**src/rtl/vga_pkg.sv**
```systemverilog
// Shared colour codes, object selects and width helpers for the VGA sprite renderer.
package vga_pkg;

   localparam logic [2:0] BLACK   = 3'b000;
   localparam logic [2:0] BLUE    = 3'b001;
   localparam logic [2:0] GREEN   = 3'b010;
   localparam logic [2:0] CYAN    = 3'b011;
   localparam logic [2:0] RED     = 3'b100;
   localparam logic [2:0] MAGENTA = 3'b101;
   localparam logic [2:0] YELLOW  = 3'b110;
   localparam logic [2:0] WHITE   = 3'b111;

   typedef enum logic [2:0] {OFF, BG, CHECK, BULLET, EXPLODE, SHIP, INVADER} obj_e;

   function automatic int cw_x(input int cols);
      return (cols > 1) ? $clog2(cols) : 1;
   endfunction

   function automatic int cw_y(input int rows);
      return (rows > 1) ? $clog2(rows) : 1;
   endfunction

endpackage

```
**src/rtl/vga_sprite_rom.sv**
```systemverilog
// Combinational 32x32 sprite bitmaps (bullet, ship, explosion, two invader frames).
// Tiles of other sizes are rescaled onto the 32x32 grid.
module vga_sprite_rom
   import vga_pkg::*;
#(
   parameter int TILE_LOG2 = 5
) (
   input  obj_e                 sprite,
   input  logic                 anim_frame,
   input  logic [TILE_LOG2-1:0] py,
   input  logic [TILE_LOG2-1:0] px,
   output logic                 on
);

   logic [4:0] x;
   logic [4:0] y;
   int         xi;
   int         yi;

   generate
      if (TILE_LOG2 >= 5) begin : g_down
         assign x = px[TILE_LOG2-1:TILE_LOG2-5];
         assign y = py[TILE_LOG2-1:TILE_LOG2-5];
      end else begin : g_up
         assign x = {px, {(5-TILE_LOG2){1'b0}}};
         assign y = {py, {(5-TILE_LOG2){1'b0}}};
      end
   endgenerate

   assign xi = 32'(x);
   assign yi = 32'(y);

   always_comb begin
      on = 1'b0;
      case (sprite)
         BULLET:  on = (xi >= 14 && xi <= 17 && yi >= 4 && yi <= 27);
         SHIP:    on = (yi >= 16 && yi <= 27 && xi >= 2 && xi <= 29) ||
                       (yi >= 6 && yi <= 15 && xi >= 13 && xi <= 18);
         EXPLODE: on = (xi - yi <= 2 && yi - xi <= 2) || (xi + yi >= 29 && xi + yi <= 33);
         INVADER: begin
            // body with two eye holes; legs swing between the two frames
            on = (yi >= 8 && yi <= 19 && xi >= 6 && xi <= 25) &&
                 !(yi >= 11 && yi <= 13 && ((xi >= 10 && xi <= 12) || (xi >= 19 && xi <= 21)));
            if (yi >= 20 && yi <= 25)
               on = anim_frame ? ((xi >= 11 && xi <= 13) || (xi >= 18 && xi <= 20))
                               : ((xi >= 6 && xi <= 8) || (xi >= 23 && xi <= 25));
         end
         default: on = 1'b0;
      endcase
   end

endmodule

```
**src/rtl/vga_sprite_renderer.sv**
```systemverilog
// Two-stage pipelined tile renderer: stage 1 picks the object under the pixel,
// stage 2 looks up the sprite bit and drives the registered colour.
module vga_sprite_renderer
   import vga_pkg::*;
#(
   parameter int TILE_LOG2      = 5,
   parameter int COLS           = 20,
   parameter int ROWS           = 15,
   parameter int INV_ROWS       = 3,
   parameter int SHIP_ROW       = 13,
   parameter int ANIM_DIV       = 30,
   parameter int EXPLODE_FRAMES = 8
) (
   input  logic                      clk,
   input  logic                      clr,
   input  logic [9:0]                VGAx,
   input  logic [9:0]                VGAy,
   input  logic                      frameStart,
   input  logic                      attract,
   input  logic [INV_ROWS*COLS-1:0]  invArray,
   input  logic [cw_y(ROWS)-1:0]     invLine,
   input  logic [cw_x(COLS)-1:0]     shipX,
   input  logic [cw_x(COLS)-1:0]     bulletX,
   input  logic [cw_y(ROWS)-1:0]     bulletY,
   input  logic                      bulletFlying,
   input  logic                      hitValid,
   input  logic [cw_x(COLS)-1:0]     hitX,
   input  logic [cw_y(ROWS)-1:0]     hitY,
   output logic [2:0]                rgb,
   output logic                      animFrame,
   output logic                      exploding
);

   localparam int CWX = cw_x(COLS);
   localparam int CWY = cw_y(ROWS);
   localparam int TW  = 10 - TILE_LOG2;
   localparam int IW  = cw_x(INV_ROWS * COLS);
   localparam int AW  = cw_x(ANIM_DIV);
   localparam int EW  = $clog2(EXPLODE_FRAMES + 1);

   typedef enum logic {IDLE, ACTIVE} xstate_e;

   logic [TW-1:0]        tx, ty;
   logic [TILE_LOG2-1:0] px, py;
   logic [CWY:0]         inv_diff;
   logic [IW-1:0]        inv_idx;
   obj_e                 obj_next;

   logic                 valid_reg;
   obj_e                 obj_reg;
   logic                 par_reg;
   logic                 frame_reg;
   logic [TILE_LOG2-1:0] px_reg, py_reg;
   logic                 rom_bit;
   logic [2:0]           rgb_next;

   logic [AW-1:0]        anim_cnt_reg;
   xstate_e              xstate_reg;
   logic [EW-1:0]        xcnt_reg;
   logic [CWX-1:0]       hitx_reg;
   logic [CWY-1:0]       hity_reg;

   assign tx = VGAx[9:TILE_LOG2];
   assign ty = VGAy[9:TILE_LOG2];
   assign px = VGAx[TILE_LOG2-1:0];
   assign py = VGAy[TILE_LOG2-1:0];

   always_comb begin
      // one extra bit so rows above the formation come out negative
      inv_diff = {1'b0, ty[CWY-1:0]} - {1'b0, invLine};
      inv_idx  = IW'(32'(inv_diff) * COLS + 32'(tx));
      if (attract)
         obj_next = CHECK;
      else if (32'(tx) >= COLS || 32'(ty) >= ROWS)
         obj_next = OFF;
      else if (bulletFlying && 32'(tx) == 32'(bulletX) && 32'(ty) == 32'(bulletY))
         obj_next = BULLET;
      else if (exploding && 32'(tx) == 32'(hitx_reg) && 32'(ty) == 32'(hity_reg))
         obj_next = EXPLODE;
      else if (32'(ty) == SHIP_ROW && 32'(tx) == 32'(shipX))
         obj_next = SHIP;
      else if (!inv_diff[CWY] && 32'(inv_diff) < INV_ROWS && invArray[inv_idx])
         obj_next = INVADER;
      else
         obj_next = BG;
   end

   always_ff @(posedge clk or negedge clr) begin
      if (!clr) begin
         valid_reg <= 1'b0;
         obj_reg   <= OFF;
         par_reg   <= 1'b0;
         frame_reg <= 1'b0;
         px_reg    <= '0;
         py_reg    <= '0;
      end else begin
         valid_reg <= 1'b1;
         obj_reg   <= obj_next;
         par_reg   <= tx[0] ^ ty[0];
         frame_reg <= animFrame;
         px_reg    <= px;
         py_reg    <= py;
      end
   end

   vga_sprite_rom #(.TILE_LOG2(TILE_LOG2)) u_rom (
      .sprite     (obj_reg),
      .anim_frame (frame_reg),
      .py         (py_reg),
      .px         (px_reg),
      .on         (rom_bit)
   );

   always_comb begin
      case (obj_reg)
         BULLET:  rgb_next = rom_bit ? YELLOW  : BLUE;
         EXPLODE: rgb_next = rom_bit ? WHITE   : RED;
         SHIP:    rgb_next = rom_bit ? RED     : YELLOW;
         INVADER: rgb_next = rom_bit ? MAGENTA : GREEN;
         BG:      rgb_next = BLUE;
         CHECK:   rgb_next = par_reg ? WHITE : BLACK;
         default: rgb_next = BLACK;
      endcase
   end

   always_ff @(posedge clk or negedge clr) begin
      if (!clr) rgb <= BLACK;
      else      rgb <= valid_reg ? rgb_next : BLACK;
   end

   always_ff @(posedge clk or negedge clr) begin
      if (!clr) begin
         anim_cnt_reg <= '0;
         animFrame    <= 1'b0;
      end else if (frameStart) begin
         if (32'(anim_cnt_reg) == ANIM_DIV - 1) begin
            anim_cnt_reg <= '0;
            animFrame    <= ~animFrame;
         end else begin
            anim_cnt_reg <= anim_cnt_reg + AW'(1);
         end
      end
   end

   // a new hit always reloads, even when it lands on a frameStart
   always_ff @(posedge clk or negedge clr) begin
      if (!clr) begin
         xstate_reg <= IDLE;
         xcnt_reg   <= '0;
         hitx_reg   <= '0;
         hity_reg   <= '0;
         exploding  <= 1'b0;
      end else if (hitValid) begin
         xstate_reg <= ACTIVE;
         xcnt_reg   <= EW'(EXPLODE_FRAMES);
         hitx_reg   <= hitX;
         hity_reg   <= hitY;
         exploding  <= 1'b1;
      end else if (xstate_reg == ACTIVE && frameStart) begin
         xcnt_reg <= xcnt_reg - EW'(1);
         if (xcnt_reg == EW'(1)) begin
            xstate_reg <= IDLE;
            exploding  <= 1'b0;
         end
      end
   end

endmodule

```
**config.mk**
```make
export PLATFORM = sky130hd
export DESIGN_NAME = vga_sprite_renderer
export DESIGN_NICKNAME = d
export VERILOG_FILES = /design/src/rtl/vga_pkg.sv /design/src/rtl/vga_sprite_rom.sv /design/src/rtl/vga_sprite_renderer.sv
export SDC_FILE = /design/constraint.sdc
export NUM_CORES = 1
export LEC_CHECK = 0
export ABC_CLOCK_PERIOD_IN_PS = 3900
export BUFFER_PORTS_ARGS = -buffer_cell sky130_fd_sc_hd__buf_2
export CAP_MARGIN = 20
export CORE_ASPECT_RATIO = 1.4
export CORE_UTILIZATION = 55
export DETAILED_ROUTE_END_ITERATION = 12
export PLACE_DENSITY = 0.92
export SLEW_MARGIN = 30
export SYNTH_ARGS = -nofsm -noshare
export SYNTH_HDL_FRONTEND = slang
export SYNTH_SLANG_ARGS = --single-unit
```
**constraint.sdc**
```tcl
create_clock -name clk -period 3.9 [get_ports clk]
set_input_delay 0.585 -clock clk [delete_from_list [all_inputs] [get_ports clk]]
set_output_delay 0.585 -clock clk [all_outputs]
set_load 0.02 [all_outputs]
```
==> results.sh <==
export IMPL_ctsHoldBuffers=0
export IMPL_fillers=463
export IMPL_setup_viol=0
export IMPL_synth_enable_flop_cells=0
export IMPL_clock_skew_final_ps=6.64
export IMPL_cp_top_family="adder cells"
export IMPL_grt_pass1_wl_mm=15.6
export IMPL_routed_wl_mm=9.51
export IMPL_cts_buffer_depth=2
export IMPL_vias=3478
export IMPL_avgViaCountPerCell=6.12
export IMPL_cpMaxStageDelayCell="a2111oi_2"
export IMPL_fin_util_pct=69.2
export IMPL_cp_max_fo=6
export IMPL_antenna_left=0
export IMPL_fin_tns_setup_ps=0
export IMPL_cts_tree="done"
export IMPL_ios=118
export IMPL_finalPower_mw=1.42
export IMPL_start_util_pct=58.1
export IMPL_cap_viol_max_count=0
export IMPL_whs_ps=390
export IMPL_critPathMaxStageDelay_ps=410
export IMPL_cp_depth=15
export IMPL_ff2ff_path_depth=9
export IMPL_maxSlewViolCount=0
export IMPL_core_area_um2=6300
export IMPL_dieWidth_um=70.9
export IMPL_std_cell_rows=34
export IMPL_ys_types=62
export IMPL_powerDensity_nw_per_um2=325
export IMPL_dr_pass1_iters=6
export IMPL_period_needed_ps=3620
export IMPL_p_leak_nw=2.08
export IMPL_hp_class="input port to async pin"
export IMPL_portBuffers=117
export IMPL_ir_drop_uv=261
export IMPL_die_area_um2=6980
export IMPL_max_slew_margin_pct=44.3
export IMPL_cts_root_buf="clkbuf_8"
export IMPL_grt_pass1_vias=3568
export IMPL_crit_type="input port to flip-flop"
export IMPL_synth_ff_type="dfrtp_1"
export IMPL_clk_pin_slew_worst_paths_ps=80
export IMPL_avgSynthCellArea_um2=9.40
export IMPL_async_flop_share_pct=100
export IMPL_die_h_um=98.5
export IMPL_hold_violations=0
export IMPL_antenna_found_initial=0
export IMPL_layout_cells_non_filler=568
export IMPL_cpMostUsedCell="ha_1"
export IMPL_area_growth_pct=19.2
export IMPL_routedWlPerCell_um=16.7
export IMPL_grt_total_usage_pct=28.1
export IMPL_max_freq_mhz=276
export IMPL_worst_path_buf_inv=3
export IMPL_cts_setup_buffers=0
export IMPL_cp_data_arrival_time_ps=3860
export IMPL_seq_area_frac_synth_pct=26.7
export IMPL_synth_cell_area_um2=3660
export IMPL_fin_crit_sh_pct=92.8
export IMPL_rsz0062_at_grt="false"
export IMPL_path_cells="buf_2, inv_1, ha_1, inv_1, fa_1, xor2_1, ha_1, ha_1, xnor2_2, and3_1, a31oi_1, a2111oi_2, a311oi_2, o31ai_1, a21o_1"
export IMPL_dr_first_iter_drc_count=226
export IMPL_numCtsBuffers=5
export IMPL_endpoint_kind="flip-flop"
export IMPL_num_antenna_cells=0
export IMPL_worst_slew_pin_slew_ps=836
export IMPL_drive_above_1_share_pct=29.8
export IMPL_synth_nets=534
export IMPL_drc=0
export IMPL_cp_required_ps=4140
export IMPL_clock_latency_ps=290
export IMPL_place_congestion=0.893
export IMPL_cts_sinks=39
export IMPL_postSynthCellCount=389
export IMPL_yosysWarningCount=0
export IMPL_start_kind="input port"
export IMPL_placed_cells_incl_taps=560
export IMPL_overflow=0
export IMPL_hpwlAfterDp_mm=7.52
export IMPL_fin_nets=640
export IMPL_status="finished clean"
export IMPL_ys_seq_elements=39
export IMPL_htreeDepth=2
export IMPL_grt_max_degree=40
power breakdown:
part | internal, mW | leakage (nW) | switching [mW]
Sequential | 0.455 | 0.472 | 0.0619
Clock | 0.255 | 0.0644 | 0.146
Combinational | 0.232 | 1.55 | 0.267
layout by cell type, fill, tap and decap left out, drive strengths merged, types with 10 or more instances in the layout:
master / n
nand3: 12
a21oi: 27
o21ai: 15
inv: 27
mux2i: 13
dfrtp: 39
ha: 27
nor3: 13
nand2b: 10
xor2: 27
nand2: 20
buf: 118
nor2: 13
xnor2: 13
final cells by class:
type	instances	area [um2]	share of cell area, %
well taps	72	90.1	2.07
inverters	27	101	2.33
multi-input cells	304	2460	56.5
repair buffers	118	593	13.6
flip-flops and latches	39	976	22.4
clock inverters	3	67.6	1.55
clock buffers	5	68.8	1.58
cells by family (layout without fill, tap and decap cells):
family	after synthesis	count (layout)	share of synthesized area (%)
AND/OR/NAND/NOR	115	115	17.8
flip-flops	39	39	26.7
buffers and inverters	46	153	6.23
adder cells (fa/ha/maj)	32	32	12.0
multiplexers	31	31	12.4
AO/OA/AOI/OAI	85	85	15.3
other	1	1	0.103
XOR/XNOR	40	40	9.58
synthesized netlist by cell type, types with 2 or more instances:
cell type / number / area share [%]
dfrtp_1: 39 / 27
a21oi_1: 27 / 3.7
ha_1: 27 / 9.2
inv_1: 27 / 2.8
xor2_1: 27 / 6.5
nand2_1: 20 / 2.1
o21ai_0: 15 / 2.1
mux2i_1: 13 / 3.6
nor2_1: 13 / 1.3
nor3_1: 13 / 1.8
xnor2_1: 13 / 3.1
nand3_1: 12 / 1.6
clkbuf_1: 11 / 1.1
nand2b_1: 10 / 1.7
a21o_1: 9 / 1.8
mux2_2: 9 / 2.8
nand4_1: 9 / 1.5
nor4_1: 8 / 1.4
nor2b_1: 7 / 1.2
a22oi_1: 5 / 1.0
fa_1: 5 / 2.7
mux4_1: 5 / 3.6
a211oi_1: 4 / 0.82
a31oi_1: 4 / 0.68
mux4_2: 4 / 2.5
nand3b_1: 4 / 0.82
clkbuf_8: 3 / 1.1
or3_1: 3 / 0.51
a2111oi_0: 2 / 0.48
a31o_2: 2 / 0.48
and3_1: 2 / 0.34
and3b_1: 2 / 0.48
nand4b_1: 2 / 0.48
nand4bb_1: 2 / 0.62
nor3b_1: 2 / 0.41
o211ai_1: 2 / 0.41
or3b_2: 2 / 0.48
repair_timing:
item                                    CTS  global route
endpoints found under the setup margin    0             2
gates resized for setup                   0             1
endpoints found under the hold margin     0             0
metal layers:
| metal | up-vias | track usage, % | routed length (um) |
|---|---|---|---|
| li1 | 1627 | - | - |
| met1 | 1632 | 29.5 | 3360 |
| met2 | 176 | 53.0 | 5150 |
| met3 | 43 | 4.19 | 499 |
| met4 | 0 | 15.1 | 499 |
| met5 | - | 0 | 0 |
stage by stage:
stage,worst slack [ps],area [um2]
floorplan,229,3660
global placement,153,4210
detailed placement,-111,4210
CTS,185,4350
global route,97.0,4360
finish,279,4360
path summary, 6_finish.rpt:
path | slack (ps) | to | start
min in group clk | 390 | px_reg[1]$_DFF_PN0_ | VGAx[1]
worst max-delay path | 280 | obj_reg[1]$_DFF_PN0_ | VGAy[5]
max in group asynchronous | 2980 | anim_cnt_reg[0]$_DFFE_PN0P_ | clr
worst min register to register | 430 | frame_reg$_DFF_PN0_ | animFrame$_DFFE_PN0P_
worst max register to register | 1220 | rgb[1]$_DFF_PN0_ | px_reg[1]$_DFF_PN0_
worst min-delay path | 390 | anim_cnt_reg[4]$_DFFE_PN0P_ | clr
Power figures use the tool's default switching activity.
